**src/rtl/riscv_fetch_unit_if.sv**
```systemverilog
// Bundles the instruction-memory request/response port and the decode-side
// valid/ready port of the fetch unit. master = fetch unit, slave = environment.
interface riscv_fetch_unit_if #(
  parameter int XLEN = 32,
  parameter int ILEN = 32
);
  logic            imem_req;
  logic [XLEN-1:0] imem_addr;
  logic            imem_gnt;
  logic            imem_rvalid;
  logic [ILEN-1:0] imem_rdata;
  logic            redirect_valid;
  logic [XLEN-1:0] redirect_pc;
  logic            if_valid;
  logic [XLEN-1:0] if_pc;
  logic [ILEN-1:0] if_instr;
  logic            if_ready;

  modport master (
    output imem_req, imem_addr, if_valid, if_pc, if_instr,
    input  imem_gnt, imem_rvalid, imem_rdata, redirect_valid, redirect_pc, if_ready
  );

  modport slave (
    input  imem_req, imem_addr, if_valid, if_pc, if_instr,
    output imem_gnt, imem_rvalid, imem_rdata, redirect_valid, redirect_pc, if_ready
  );
endinterface

```
**src/rtl/riscv_fetch_unit.sv**
```systemverilog
// Instruction fetch stage: credit-limited request issue, in-order response
// capture into a small {pc, instr} prefetch FIFO, and redirect flush.
module riscv_fetch_unit #(
  parameter int              XLEN     = 32,
  parameter int              ILEN     = 32,
  parameter logic [XLEN-1:0] RESET_PC = '0,
  parameter int              DEPTH    = 4
) (
  input  logic                clk,
  input  logic                rst,
  riscv_fetch_unit_if.master  bus
);
  localparam int PW = $clog2(DEPTH);
  localparam int CW = PW + 1;

  logic [XLEN-1:0] fetch_pc_q, fetch_pc_d;
  logic [XLEN-1:0] resp_pc_q, resp_pc_d;
  logic [CW-1:0]   out_q, out_d;
  logic [CW-1:0]   drop_q, drop_d;
  logic [CW-1:0]   cnt_q, cnt_d;
  logic [PW-1:0]   wr_ptr_q, wr_ptr_d;
  logic [PW-1:0]   rd_ptr_q, rd_ptr_d;

  logic [XLEN-1:0] pc_mem    [DEPTH];
  logic [ILEN-1:0] instr_mem [DEPTH];

  logic [CW:0] credit_used;
  logic        req;
  logic        grant;
  logic        resp;
  logic        push;
  logic        pop;

  assign credit_used = {1'b0, out_q} + {1'b0, cnt_q};
  assign req   = !rst && !bus.redirect_valid && (credit_used < (CW+1)'(DEPTH));
  assign grant = req && bus.imem_gnt;
  // A response with nothing outstanding is a protocol violation and is ignored.
  assign resp  = bus.imem_rvalid && (out_q != '0);
  assign push  = resp && (drop_q == '0) && !bus.redirect_valid;
  assign pop   = (cnt_q != '0) && bus.if_ready && !bus.redirect_valid;

  always_comb begin
    out_d      = out_q + CW'(grant) - CW'(resp);
    fetch_pc_d = grant ? fetch_pc_q + XLEN'(4) : fetch_pc_q;
    drop_d     = (resp && (drop_q != '0)) ? drop_q - CW'(1) : drop_q;
    cnt_d      = cnt_q + CW'(push) - CW'(pop);
    wr_ptr_d   = push ? wr_ptr_q + PW'(1) : wr_ptr_q;
    rd_ptr_d   = pop  ? rd_ptr_q + PW'(1) : rd_ptr_q;
    // resp_pc tracks the PC of the next response that will actually be kept.
    resp_pc_d  = push ? resp_pc_q + XLEN'(4) : resp_pc_q;
    if (bus.redirect_valid) begin
      // Everything still in flight after this cycle belongs to the old stream.
      drop_d     = out_d;
      cnt_d      = '0;
      wr_ptr_d   = '0;
      rd_ptr_d   = '0;
      fetch_pc_d = {bus.redirect_pc[XLEN-1:2], 2'b00};
      resp_pc_d  = {bus.redirect_pc[XLEN-1:2], 2'b00};
    end
  end

  always_ff @(posedge clk) begin
    if (rst) begin
      fetch_pc_q <= RESET_PC;
      resp_pc_q  <= RESET_PC;
      out_q      <= '0;
      drop_q     <= '0;
      cnt_q      <= '0;
      wr_ptr_q   <= '0;
      rd_ptr_q   <= '0;
    end else begin
      fetch_pc_q <= fetch_pc_d;
      resp_pc_q  <= resp_pc_d;
      out_q      <= out_d;
      drop_q     <= drop_d;
      cnt_q      <= cnt_d;
      wr_ptr_q   <= wr_ptr_d;
      rd_ptr_q   <= rd_ptr_d;
    end
  end

  always_ff @(posedge clk) begin
    if (!rst && push) begin
      pc_mem[wr_ptr_q]    <= resp_pc_q;
      instr_mem[wr_ptr_q] <= bus.imem_rdata;
    end
  end

  assign bus.imem_req  = req;
  assign bus.imem_addr = fetch_pc_q;
  assign bus.if_valid  = (cnt_q != '0);
  // Storage is not reset, so outputs are forced to zero while empty.
  assign bus.if_pc     = (cnt_q != '0) ? pc_mem[rd_ptr_q]    : '0;
  assign bus.if_instr  = (cnt_q != '0) ? instr_mem[rd_ptr_q] : '0;
endmodule
```
**src/flat_wrapper.sv**
```systemverilog
// flat-port wrapper written by rule: the top's interface ports become plain ports
module riscv_fetch_unit_flat 
#(
  parameter int              XLEN     = 32,
  parameter int              ILEN     = 32,
  parameter logic [XLEN-1:0] RESET_PC = '0,
  parameter int              DEPTH    = 4
)
  (clk, rst, bus_imem_req, bus_imem_addr, bus_if_valid, bus_if_pc, bus_if_instr, bus_imem_gnt, bus_imem_rvalid, bus_imem_rdata, bus_redirect_valid, bus_redirect_pc, bus_if_ready);
  riscv_fetch_unit_if #(.XLEN(XLEN), .ILEN(ILEN)) bus_i ();
  input  logic clk;
  input  logic rst;
  output wire logic [$bits(bus_i.imem_req)-1:0] bus_imem_req;
  output wire logic [$bits(bus_i.imem_addr)-1:0] bus_imem_addr;
  output wire logic [$bits(bus_i.if_valid)-1:0] bus_if_valid;
  output wire logic [$bits(bus_i.if_pc)-1:0] bus_if_pc;
  output wire logic [$bits(bus_i.if_instr)-1:0] bus_if_instr;
  input wire logic [$bits(bus_i.imem_gnt)-1:0] bus_imem_gnt;
  input wire logic [$bits(bus_i.imem_rvalid)-1:0] bus_imem_rvalid;
  input wire logic [$bits(bus_i.imem_rdata)-1:0] bus_imem_rdata;
  input wire logic [$bits(bus_i.redirect_valid)-1:0] bus_redirect_valid;
  input wire logic [$bits(bus_i.redirect_pc)-1:0] bus_redirect_pc;
  input wire logic [$bits(bus_i.if_ready)-1:0] bus_if_ready;
  assign bus_imem_req = bus_i.imem_req;
  assign bus_imem_addr = bus_i.imem_addr;
  assign bus_if_valid = bus_i.if_valid;
  assign bus_if_pc = bus_i.if_pc;
  assign bus_if_instr = bus_i.if_instr;
  assign bus_i.imem_gnt = bus_imem_gnt;
  assign bus_i.imem_rvalid = bus_imem_rvalid;
  assign bus_i.imem_rdata = bus_imem_rdata;
  assign bus_i.redirect_valid = bus_redirect_valid;
  assign bus_i.redirect_pc = bus_redirect_pc;
  assign bus_i.if_ready = bus_if_ready;
  riscv_fetch_unit #(.XLEN(XLEN), .ILEN(ILEN), .RESET_PC(RESET_PC), .DEPTH(DEPTH)) u_core (.clk(clk), .rst(rst), .bus(bus_i));
endmodule
```
**config.mk**
```make
export PLATFORM = sky130hd
export DESIGN_NAME = riscv_fetch_unit_flat
export DESIGN_NICKNAME = d
export VERILOG_FILES = /design/src/rtl/riscv_fetch_unit_if.sv /design/src/rtl/riscv_fetch_unit.sv /design/src/flat_wrapper.sv
export SDC_FILE = /design/constraint.sdc
export NUM_CORES = 1
export LEC_CHECK = 0
export CORE_ASPECT_RATIO = 1.5
export CORE_UTILIZATION = 48
export CTS_BUF_LIST = sky130_fd_sc_hd__clkbuf_4 sky130_fd_sc_hd__clkbuf_8 sky130_fd_sc_hd__clkbuf_16
export DETAILED_ROUTE_END_ITERATION = 6
export PLACE_DENSITY = 0.7
export SLEW_MARGIN = 10
export SYNTH_ARGS = -nofsm -noshare
export SYNTH_HDL_FRONTEND = slang
export SYNTH_SLANG_ARGS = --single-unit
```
**constraint.sdc**
```tcl
create_clock -name clk -period 7.37 [get_ports clk]
set_clock_uncertainty 0.2 [all_clocks]
set_input_delay 1.474 -clock clk [delete_from_list [all_inputs] [get_ports clk]]
set_output_delay 1.474 -clock clk [all_outputs]
set_load 0.1 [all_outputs]
```
-- Yosys cells after proc, flatten, opt, wreduce, memory -nomap -nowiden
Memory sizes are Yosys's and may differ from the RTL's. A register that Yosys moved wholly into a read port is not among the register bits.
Index checks and enable logic that the tools add are counted.
- add/sub/neg operators: 10
- magnitude comparators: 1
- mux-type cells: 14
- reduce and logical (&&, ||, !) cells: 20
- operator list (kind ; count):
    2-to-1 mux 32 bit ; 6
    adder 32 x 3 -> 32 bit, second input constant ; 2
    logical AND 1 bit ; 10
    nonzero test 3 bit ; 3
    2-to-1 mux 2 bit ; 4
    adder 3 x 1 -> 3 bit ; 2
    2-to-1 mux 3 bit ; 2
    nonzero test 2 bit ; 3
    subtractor 3 x 1 -> 3 bit ; 2
    adder 2 x 1 -> 2 bit, second input constant ; 2
    adder 3 x 3 -> 4 bit ; 1
    less-than comparator 4 x 3 -> 1 bit, second input constant ; 1
    zero test 3 bit ; 1
    subtractor 3 x 1 -> 3 bit, second input constant ; 1
    zero test 1 bit ; 2
    2-to-1 mux 1 bit ; 2
    OR reduction 2 bit ; 1
- flip-flop bits (word level): 77
- memory bits (writable): 256
- input port bits: 70
- output and inout bits: 98
- logic and storage cells: 56
- memories: 2
- memory list (name ; depth ; width ; rd ports ; clocked after Yosys merged registers in ; write ports ; RTL line ; RTL):
    u_core.instr_mem ; 4 ; 32 ; 1 ; 1 ; 1 ; riscv_fetch_unit.sv:25 ; logic [ILEN-1:0] instr_mem [DEPTH];
    u_core.pc_mem ; 4 ; 32 ; 1 ; 1 ; 1 ; riscv_fetch_unit.sv:24 ; logic [XLEN-1:0] pc_mem [DEPTH];

-- Depth between registers and ports, before layout
Gate-level depths: netlist of the first run.
- word-level depth: 7
- mapped depth: 12
- gate-level depth less buffers: 11

-- Worst setup path after synthesis of the first run
OpenSTA, ideal clock, no wires.
- kind: input -> output
- start point: input port bus_redirect_valid
- end point: output port bus_imem_req
- arrival time: 2820 ps
- required time: 5696 ps
- path slack: 2876 ps
- stages on the path: 3
- buffers on the path: 1
- cells stage by stage: clkbuf_1 > nor4_4 > and2_1
- word-level cells in the longest chain between the ends: 3
- ends and longest elaborated chain (item ; RTL line ; RTL):
    from (decl) ; flat_wrapper.sv:21 ; input wire logic [$bits(bus_i.redirect_valid)-1:0] bus_redirect_valid;
    zero test 1 bit ; riscv_fetch_unit.sv:35 ; assign req = !rst && !bus.redirect_valid && (credit_used < (CW+1)'(DEPTH));
    logical AND 1 bit (2 in series) ; riscv_fetch_unit.sv:35 ;
    to (decl) ; flat_wrapper.sv:13 ; output wire logic [$bits(bus_i.imem_req)-1:0] bus_imem_req;
No other way between the ends.

==> results of run 1 <==
==> synth_stat cells (12+ instances only) <==
cell type,count
mux4_2,62
a21oi_1,17
nor4_1,14
ha_1,14
clkbuf_1,43
and2_1,70
xnor2_1,12
and3_1,13
nor2_1,36
a31oi_1,23
nand2_1,33
edfxtp_1,248
nand4_1,21
or4_1,15
or3_1,12
dfxtp_1,75
o21bai_1,19
a311oi_1,18
inv_1,27
o31ai_1,19
nand3_1,26
nor2b_1,16
==> critical path, stage by stage (launching register included) <==
cell and delay (ns):
dfxtp_4 0.93, buf_4 0.50, mux4_2 0.55, and2_1 0.17
clkdlybuf4s50_1 0.96
==> layer usage <==
layer  track usage (%)  share of wire, %
met1             25.29                41
met2             36.59                52
met3             2.272               4.7
met4             7.834               2.9
met5                 0                 0
==> final cells by class <==
cell class	count	area [µm²]
sequential	323	8954
inverter	30	112.6
clock buffer	38	824.5
timing repair buffer	171	1679
fill	2228	11430
clock inverter	16	162.7
multi-input combinational	536	4561
tap	346	432.9
==> cells in the final DEF (no fill, tap or decap), types with 5 or more instances in the layout <==
master           count
nand2_1             33
nor2_1              36
clkinv_1             6
nor2b_1             16
inv_1               27
dfxtp_1             73
o21bai_1            19
edfxtp_1           248
and2_1              70
nor4_1              14
nand4_1             21
nor3_1              10
a211oi_1             6
and4_1               9
a21oi_1             17
o31ai_1             19
and3_1               9
a31oi_1             23
or3_1               11
ha_1                14
mux4_2              62
o21ai_0              8
buf_4               11
xnor2_1             12
clkbuf_8             5
clkdlybuf4s50_1    159
nand3_1             26
a21boi_0             6
clkbuf_16           29
or4_1               15
o311a_1              6
xor2_1               7
a311oi_1            18
==> registers in the layout (all words and copies together), names as in the netlist, named ones only <==
name and count:
u_core.out_q 3, u_core.pc_mem 120, u_core.resp_pc_q 30, u_core.rd_ptr_q 2, u_core.wr_ptr_q 2, u_core.cnt_q 3
u_core.instr_mem 128, u_core.bus.imem_addr 30, u_core.drop_q 3
==> where the power goes <==
part / internal, µW / switching (µW)
Clock: 894 / 640
Combinational: 208 / 447
Sequential: 2030 / 67.9
Total: 3130 / 1150
==> worst max-delay path by stage <==
stage                             endpoint  slack, ns               start  cells after the start
after floorplan               bus_imem_req       2.88  bus_redirect_valid                      3
after global placement    u_core.drop_q[2]       2.34                 rst                     12
after detailed placement  u_core.drop_q[2]       2.30                 rst                     12
after CTS                 bus_if_instr[27]       1.87            register                      4
after global routing      bus_if_instr[31]       1.72            register                      4
final                     bus_if_instr[12]       2.01            register                      4
==> through the flow <==
| step | setup slack, ns | area [µm²] | hold WS, ns | cells |
|---|---|---|---|---|
| after global placement | 2.343 | 15740 | 0.3111 | 1406 |
| final | 2.011 | 16730 | 0.3324 | 1460 |
| after global routing | 1.723 | 16730 | 0.3666 | 1460 |
| after detailed placement | 2.299 | 15740 | 0.3144 | 1406 |
| after CTS | 1.874 | 16730 | 0.3336 | 1460 |
| after floorplan | 2.876 | 13860 | 0.2583 | 947 |
==> kinds of logic (layout without fill, tap and decap cells) <==
group	after synthesis	in the layout	synth area share (%)
XOR/XNOR	19	19	1.202
buffers and inverters	88	255	2.584
AND/OR/NAND/NOR	291	291	12.18
adder cells (fa/ha/maj)	16	16	1.554
other	1	4	0.02708
AO/OA/AOI/OAI	143	143	7.688
flip-flops	323	323	64.61
multiplexers	63	63	10.15
==> flow_summary.yaml, run 1 <==
route:
  routed_wirelength_um: 29430
  viasPerCell: 5.879
  wl_per_cell_um: 20.16
  ant_nets: 0
  vias: 8584
  first_pass_iters: 5
  drt-initial-drc-count: 493
  drc_errors: 0
yosys:
  syn-cell-area_mm2: 0.01385
  ys_warn_count: 0
  syn_area_per_cell_um2: 14.67
  synth_top_area_share_pct: 53.77
  synth_area_leader_cell: "edfxtp_1"
  yosysSeqAreaShare_pct: 64.61
  synth-main-ff-cell: "edfxtp_1"
  ys_types: 60
  synth_area_leaders: "edfxtp_1 (54%), dfxtp_1 (11%), mux4_2 (10%)"
  ys_async_sr_fraction_pct: 0
  synthCells: 944
  ys_seq_elements: 323
  synth_edf_count: 248
critical_path:
  start_kind: "register"
  rr_worst_depth: 11
  cp.arrival_ns: 3.69
  rrSetupSlack_ns: 3.64
  cp_max_fo: 44
  criticalPathCategory: "register to output pin"
  end_kind: "output pin"
  required_ns: 5.70
  timing.rr.end: "u_core.drop_q[2]"
  rr_startpoint: "u_core.out_q[1]"
floorplan:
  io_pins: 168
  core_area_mm2: 0.02815
  die_x_um: 140.7
  dieArea_mm2: 0.02955
  die_h_um: 210.0
  rows: 75
  start_util_pct: 49.20
clocking:
  clk_pin_slew_ns: 0.06
  cts_setup_buffers: 0
  cts_tree: "built"
  cts-resized-gates: 0
  cts_sinks: 323
  cts-root-buf: "clkbuf_16"
  clkLatencyLatePin_ns: 0.56
  clk_path_buf_depth: 3
  ctsHoldBuffers: 0
  cts_inserted_buffers: 29
  htreeDepth: 1
global_routing:
  grt.overflow.total: 0
  grt_pass1_vias: 8842
  grt_pass1_wl_um: 47120
  grt.total_usage_pct: 20.42
  grt_max_degree: 66
  grt_antenna_before_repair: 0
worst_hold_path:
  worstHoldStart: "u_core.rd_ptr_q[0]"
  min_delay_path_depth: 2
  hold_class: "register to register"
placement:
  portBuffers: 161
  place_congestion: 0.8758
  hpwl_um: 18740
finish:
  drive_gt1_share_pct: 12.93
  area_delta_synth_final_pct: 20.77
  nets: 1177
  postLayoutCoreUtil_pct: 59.41
  antenna_cells: 0
sta:
  fin_tns_setup_ns: 0
  hold_viol_final: 0
  max_freq_ghz: 0.1866
  setup-violations-final: 0
  slew_viol_final: 0
  worst_slew_pin_slew_ns: 1.063
  max_slew_margin_pct: 28.90
  rsz0062_at_grt: "false"
  fin_crit_sh_pct: 72.72
  fin_crit_ns: 5.359
run:
  cap_violations: 0
power:
  cellPowerDensity_mw_per_mm2: 256.0
  total_power_uw: 4281
  p_leak_uw: 0.005361
  peakVddDrop_mv: 0.1660
status:
  status: "complete, no violations"
(Power assumes the default switching activity.)
==> inputs of run 2 (changes only) <==
Clock period 7.37 ns to 5 ns, I/O delays scaled along.
==> run 2 against run 1 <==
Net effect:
- worst setup slack got worse by 1.4 ns
- largest cell class unchanged
- clock power increased by 49%
- clock-buffer cell count decreased by 6
- power increased by 48%
- non-clock buffer count increased by 8
- cell area increased by 0.51%
- worst hold slack improved by 0.0027 ns
- sequential power increased by 47%
- first-iteration DRC count decreased by 2.4%
- wire length decreased by 0.90%
- sequential share of layout area decreased by 0.27 points
==> flow_summary.yaml, run 2 (synthesis results as in run 1) <==
finish:
  nets: 1185
  largest_reg_flops: 128
  largestRegisters: "u_core.instr_mem x128, u_core.pc_mem x120"
  drive_gt1_share_pct: 15.52
  mostFrequentLayoutCell: "edfxtp_1"
  final_cell_mix: "edfxtp_1 (248), clkdlybuf4s50_1 (138), dfxtp_1 (73)"
  antenna_cells: 0
  area_delta_synth_final_pct: 21.38
  fin_cells: 1467
  fillers: 2194
  largest_register: "u_core.instr_mem"
sta:
  fin_crit_sh_pct: 87.88
  slew_viol_final: 0
  setup-violations-final: 0
  max_freq_ghz: 0.2276
  fin_tns_setup_ns: 0
  hold_viol_final: 0
  rsz0062_at_grt: "false"
  worst_slew_pin_slew_ns: 0.9958
  fin_crit_ns: 4.394
  max_slew_margin_pct: 33.41
route:
  first_pass_iters: 6
  drc_errors: 0
  drt-initial-drc-count: 481
  vias: 8634
  ant_nets: 0
  viasPerCell: 5.885
  routed_wirelength_um: 29160
  wl_per_cell_um: 19.88
global_routing:
  grt_pass1_wl_um: 45970
  grt_use_met1_pct: 23.93
  grt.total_usage_pct: 20.02
  grt_pass1_vias: 8659
  grt_antenna_before_repair: 0
  use_met2_pct: 36.32
  busiest_layer: "met2"
  grt_max_degree: 63
  grt.overflow.total: 0
  grt_use_met3_pct: 2.499
floorplan:
  rows: 75
  core_area_mm2: 0.02815
  die_x_um: 140.7
  die_h_um: 210.0
  io_pins: 168
  start_util_pct: 49.20
  dieArea_mm2: 0.02955
placement:
  hpwl_um: 18640
  placedCellCount: 1414
  portBuffers: 161
  place_congestion: 0.8676
run:
  cap_violations: 0
power:
  p_leak_uw: 0.005458
  peakVddDrop_mv: 0.2484
  cellPowerDensity_mw_per_mm2: 376.6
critical_path:
  end_kind: "output pin"
  cp_max_fo: 20
  required_ns: 3.80
  cp.arrival_ns: 3.19
  start_kind: "register"
  rrSetupSlack_ns: 1.81
  criticalPathCategory: "register to output pin"
clocking:
  clk_path_buf_depth: 3
  cts-resized-gates: 0
  cts_inserted_buffers: 29
  ctsHoldBuffers: 0
  cts_tree: "built"
  cts_sinks: 323
  cts-root-buf: "clkbuf_16"
  clk_pin_slew_ns: 0.06
  cts_setup_buffers: 0
  clkLatencyLatePin_ns: 0.55
  htreeDepth: 1
worst_hold_path:
  hold_class: "register to register"
status:
  status: "complete, no violations"
-- run 2: power by group --
part           total (µW)  switching, µW  internal (µW)
registers            3080           96.9           2980
clock network        2280            981           1300
logic                 975            663            312
-- run 2: cell type report --
cell class	instances	area (µm²)	share of cell area [%]
timing repair buffer	179	1774	10.55
tap	346	432.9	2.575
sequential	323	8954	53.26
clock inverter	21	229.0	1.362
multi-input combinational	536	4561	27.13
clock buffer	32	748.2	4.451
inverter	30	112.6	0.6698
-- run 2: stage by stage --
step	worst slack, ns	util [%]	cell area, µm²	hold WS (ns)	total power [µW]
after floorplan	1.211	-	13860	0.2583	3834
after global placement	1.094	56.24	15830	0.3190	4101
after detailed placement	1.077	56.24	15830	0.3275	4117
after CTS	0.5013	59.72	16810	0.3435	6381
after global routing	0.4411	59.72	16810	0.3664	6562
final	0.6062	59.72	16810	0.3351	6332
-- run 2: final timing paths --
check,start,to,depth (start not counted)
setup / recovery,register,bus_if_instr[22],4
hold / removal,u_core.rd_ptr_q[0],register,2
setup reg to reg,u_core.out_q[1],u_core.drop_q[2],11
hold reg to reg,u_core.rd_ptr_q[0],register,2
-- run 2: worst max-delay path, cell delays in order, from the launching register on --
cell	delay (ns)
dfxtp_4	0.61
buf_4	0.34
mux4_2	0.54
and2_1	0.17
clkdlybuf4s50_1	0.96
-- run 2: layer usage --
layer / share of wire (%) / wire length [µm] / vias up
met1: 40 / 11680 / 4254
met5: 0 / 0 / -
met2: 51 / 15000 / 278
li1: - / - / 4032
met3: 5.1 / 1474 / 70
met4: 3.4 / 1005 / 0
==> inputs of run 3 (changes only) <==
Settings changed: DONT_BUFFER_PORTS from default to 1, PLACE_DENSITY 0.7 to default.
==> run 3 against run 2 <==
Net effect:
- sequential share of layout area up 5.3 points
- worst setup slack better by 0.42 ns
- flip-flop and latch count stayed put
- power shrank 2.6%
- critical path depth fell by 2
- wire length decreased by 0.64%
- clock-buffer cell count increased by 9
- clock power is essentially flat
- critical endpoint is now bus_if_pc[14]
- largest cell class unchanged
- largest power group unchanged
- highest routed layer unchanged
==> flow_summary.yaml, run 3 (synthesis results as in run 1) <==
status:
  status: "complete, no violations"
critical_path:
  worstSetupEndpoint: "bus_if_pc[14]"
  criticalPathCategory: "register to output pin"
  start_kind: "register"
  required_ns: 3.80
  end_kind: "output pin"
  rr_startpoint: "u_core.out_q[1]"
  rr_worst_depth: 11
  critical_path.startpoint: "u_core.cnt_q[1]"
  timing.rr.end: "u_core.drop_q[2]"
  rrSetupSlack_ns: 1.31
  cp_max_fo: 65
  cp.arrival_ns: 2.78
global_routing:
  grt.total_usage_pct: 19.97
  grt_pass1_wl_um: 45540
  grt.overflow.total: 0
  grt_antenna_before_repair: 0
  grt_pass1_vias: 8232
  grt_max_degree: 66
placement:
  portBuffers: 0
  place_congestion: 0.8837
  hpwl_um: 18990
clocking:
  clk_path_buf_depth: 3
  clkLatencyLatePin_ns: 0.56
  cts_setup_buffers: 0
  cts-root-buf: "clkbuf_16"
  htreeDepth: 1
  clk_pin_slew_ns: 0.07
  ctsHoldBuffers: 0
  cts_tree: "built"
  cts_inserted_buffers: 30
  cts_sinks: 323
  cts-resized-gates: 0
floorplan:
  start_util_pct: 49.20
  rows: 75
  io_pins: 168
  dieArea_mm2: 0.02955
  die_x_um: 140.7
  die_h_um: 210.0
  core_area_mm2: 0.02815
power:
  p_leak_uw: 0.004876
  cellPowerDensity_mw_per_mm2: 403.2
  peakVddDrop_mv: 0.2425
finish:
  largest_reg_flops: 128
  area_delta_synth_final_pct: 10.44
  nets: 1033
  drive_gt1_share_pct: 16.99
  antenna_cells: 0
  largest_register: "u_core.instr_mem"
  final_cell_mix: "edfxtp_1 (248), dfxtp_1 (73), and2_1 (70)"
  largestRegisters: "u_core.instr_mem x128, u_core.pc_mem x120"
  mostFrequentLayoutCell: "edfxtp_1"
sta:
  fin_crit_ns: 3.977
  worst_slew_pin_slew_ns: 1.115
  hold_ws_ns: 0.2987
  rsz0062_at_grt: "false"
  fin_crit_sh_pct: 79.55
  fin_tns_setup_ns: 0
  hold_viol_final: 0
  max_freq_ghz: 0.2514
  slew_viol_final: 0
  max_slew_margin_pct: 25.56
  setup-violations-final: 0
route:
  drc_errors: 0
  wl_per_cell_um: 22.00
  viasPerCell: 6.025
  routed_wirelength_um: 28980
  drt-initial-drc-count: 402
  vias: 7935
  first_pass_iters: 4
  ant_nets: 0
worst_hold_path:
  hold_class: "input port to register"
  worstHoldStart: "rst"
run:
  cap_violations: 0
[run 3: cell count changes in the layout (fill, tap and decap cells not counted), sizes merged]
cell	delta
clkdlybuf4s50	-138
clkinvlp	-2
inv	+3
bufinv	-3
buf	-15
clkinv	-4
clkbuf	+9
[run 3: worst min path at each step]
stage | end | slack [ns] | cells past startpoint
floorplan | u_core.pc_mem[0][26] | 0.26 | 0
global placement | u_core.rd_ptr_q[0] | 0.32 | 2
detailed placement | register | 0.32 | 2
CTS | u_core.bus.imem_addr[8] | 0.28 | 1
global route | u_core.resp_pc_q[8] | 0.28 | 1
finish | u_core.bus.imem_addr[8] | 0.30 | 1
[run 3: layer usage]
layer  up-vias  GRT usage [%]  wire, µm
met2       229          36.25     15080
met4         0          6.634       716
met1      3933          23.50     11530
met5         -              0         0
li1       3727              -         -
met3        46          4.021      1643
[run 3: metrics by stage]
stage	utilization [%]	std cells	worst slack, ns	total power, µW	area [µm²]
finish	54.33	1317	1.023	6167	15300
CTS	54.33	1317	0.9191	6232	15300
detailed placement	50.81	1261	1.137	3965	14310
floorplan	-	947	1.211	3834	13860
global placement	50.81	1261	1.157	3952	14310
global route	54.33	1317	0.8104	6388	15300
[run 3: where the power goes]
| part | internal, µW | switching, µW |
|---|---|---|
| sequential | 2980 | 149 |
| clock | 1270 | 996 |
| combinational | 195 | 570 |
[run 3: layout make-up]
type	instances	area, µm²
clock buffer	41	857.1
clock inverter	15	133.9
fill	2306	12860
inverter	30	112.6
multi-input combinational	536	4561
sequential	323	8954
tap	346	432.9
timing repair buffer	26	245.2
[run 3: worst max-delay path: stages, from the launching register on]
cell	delay, ns
dfxtp_1	0.40
or3_2	0.82
and2_1	0.96
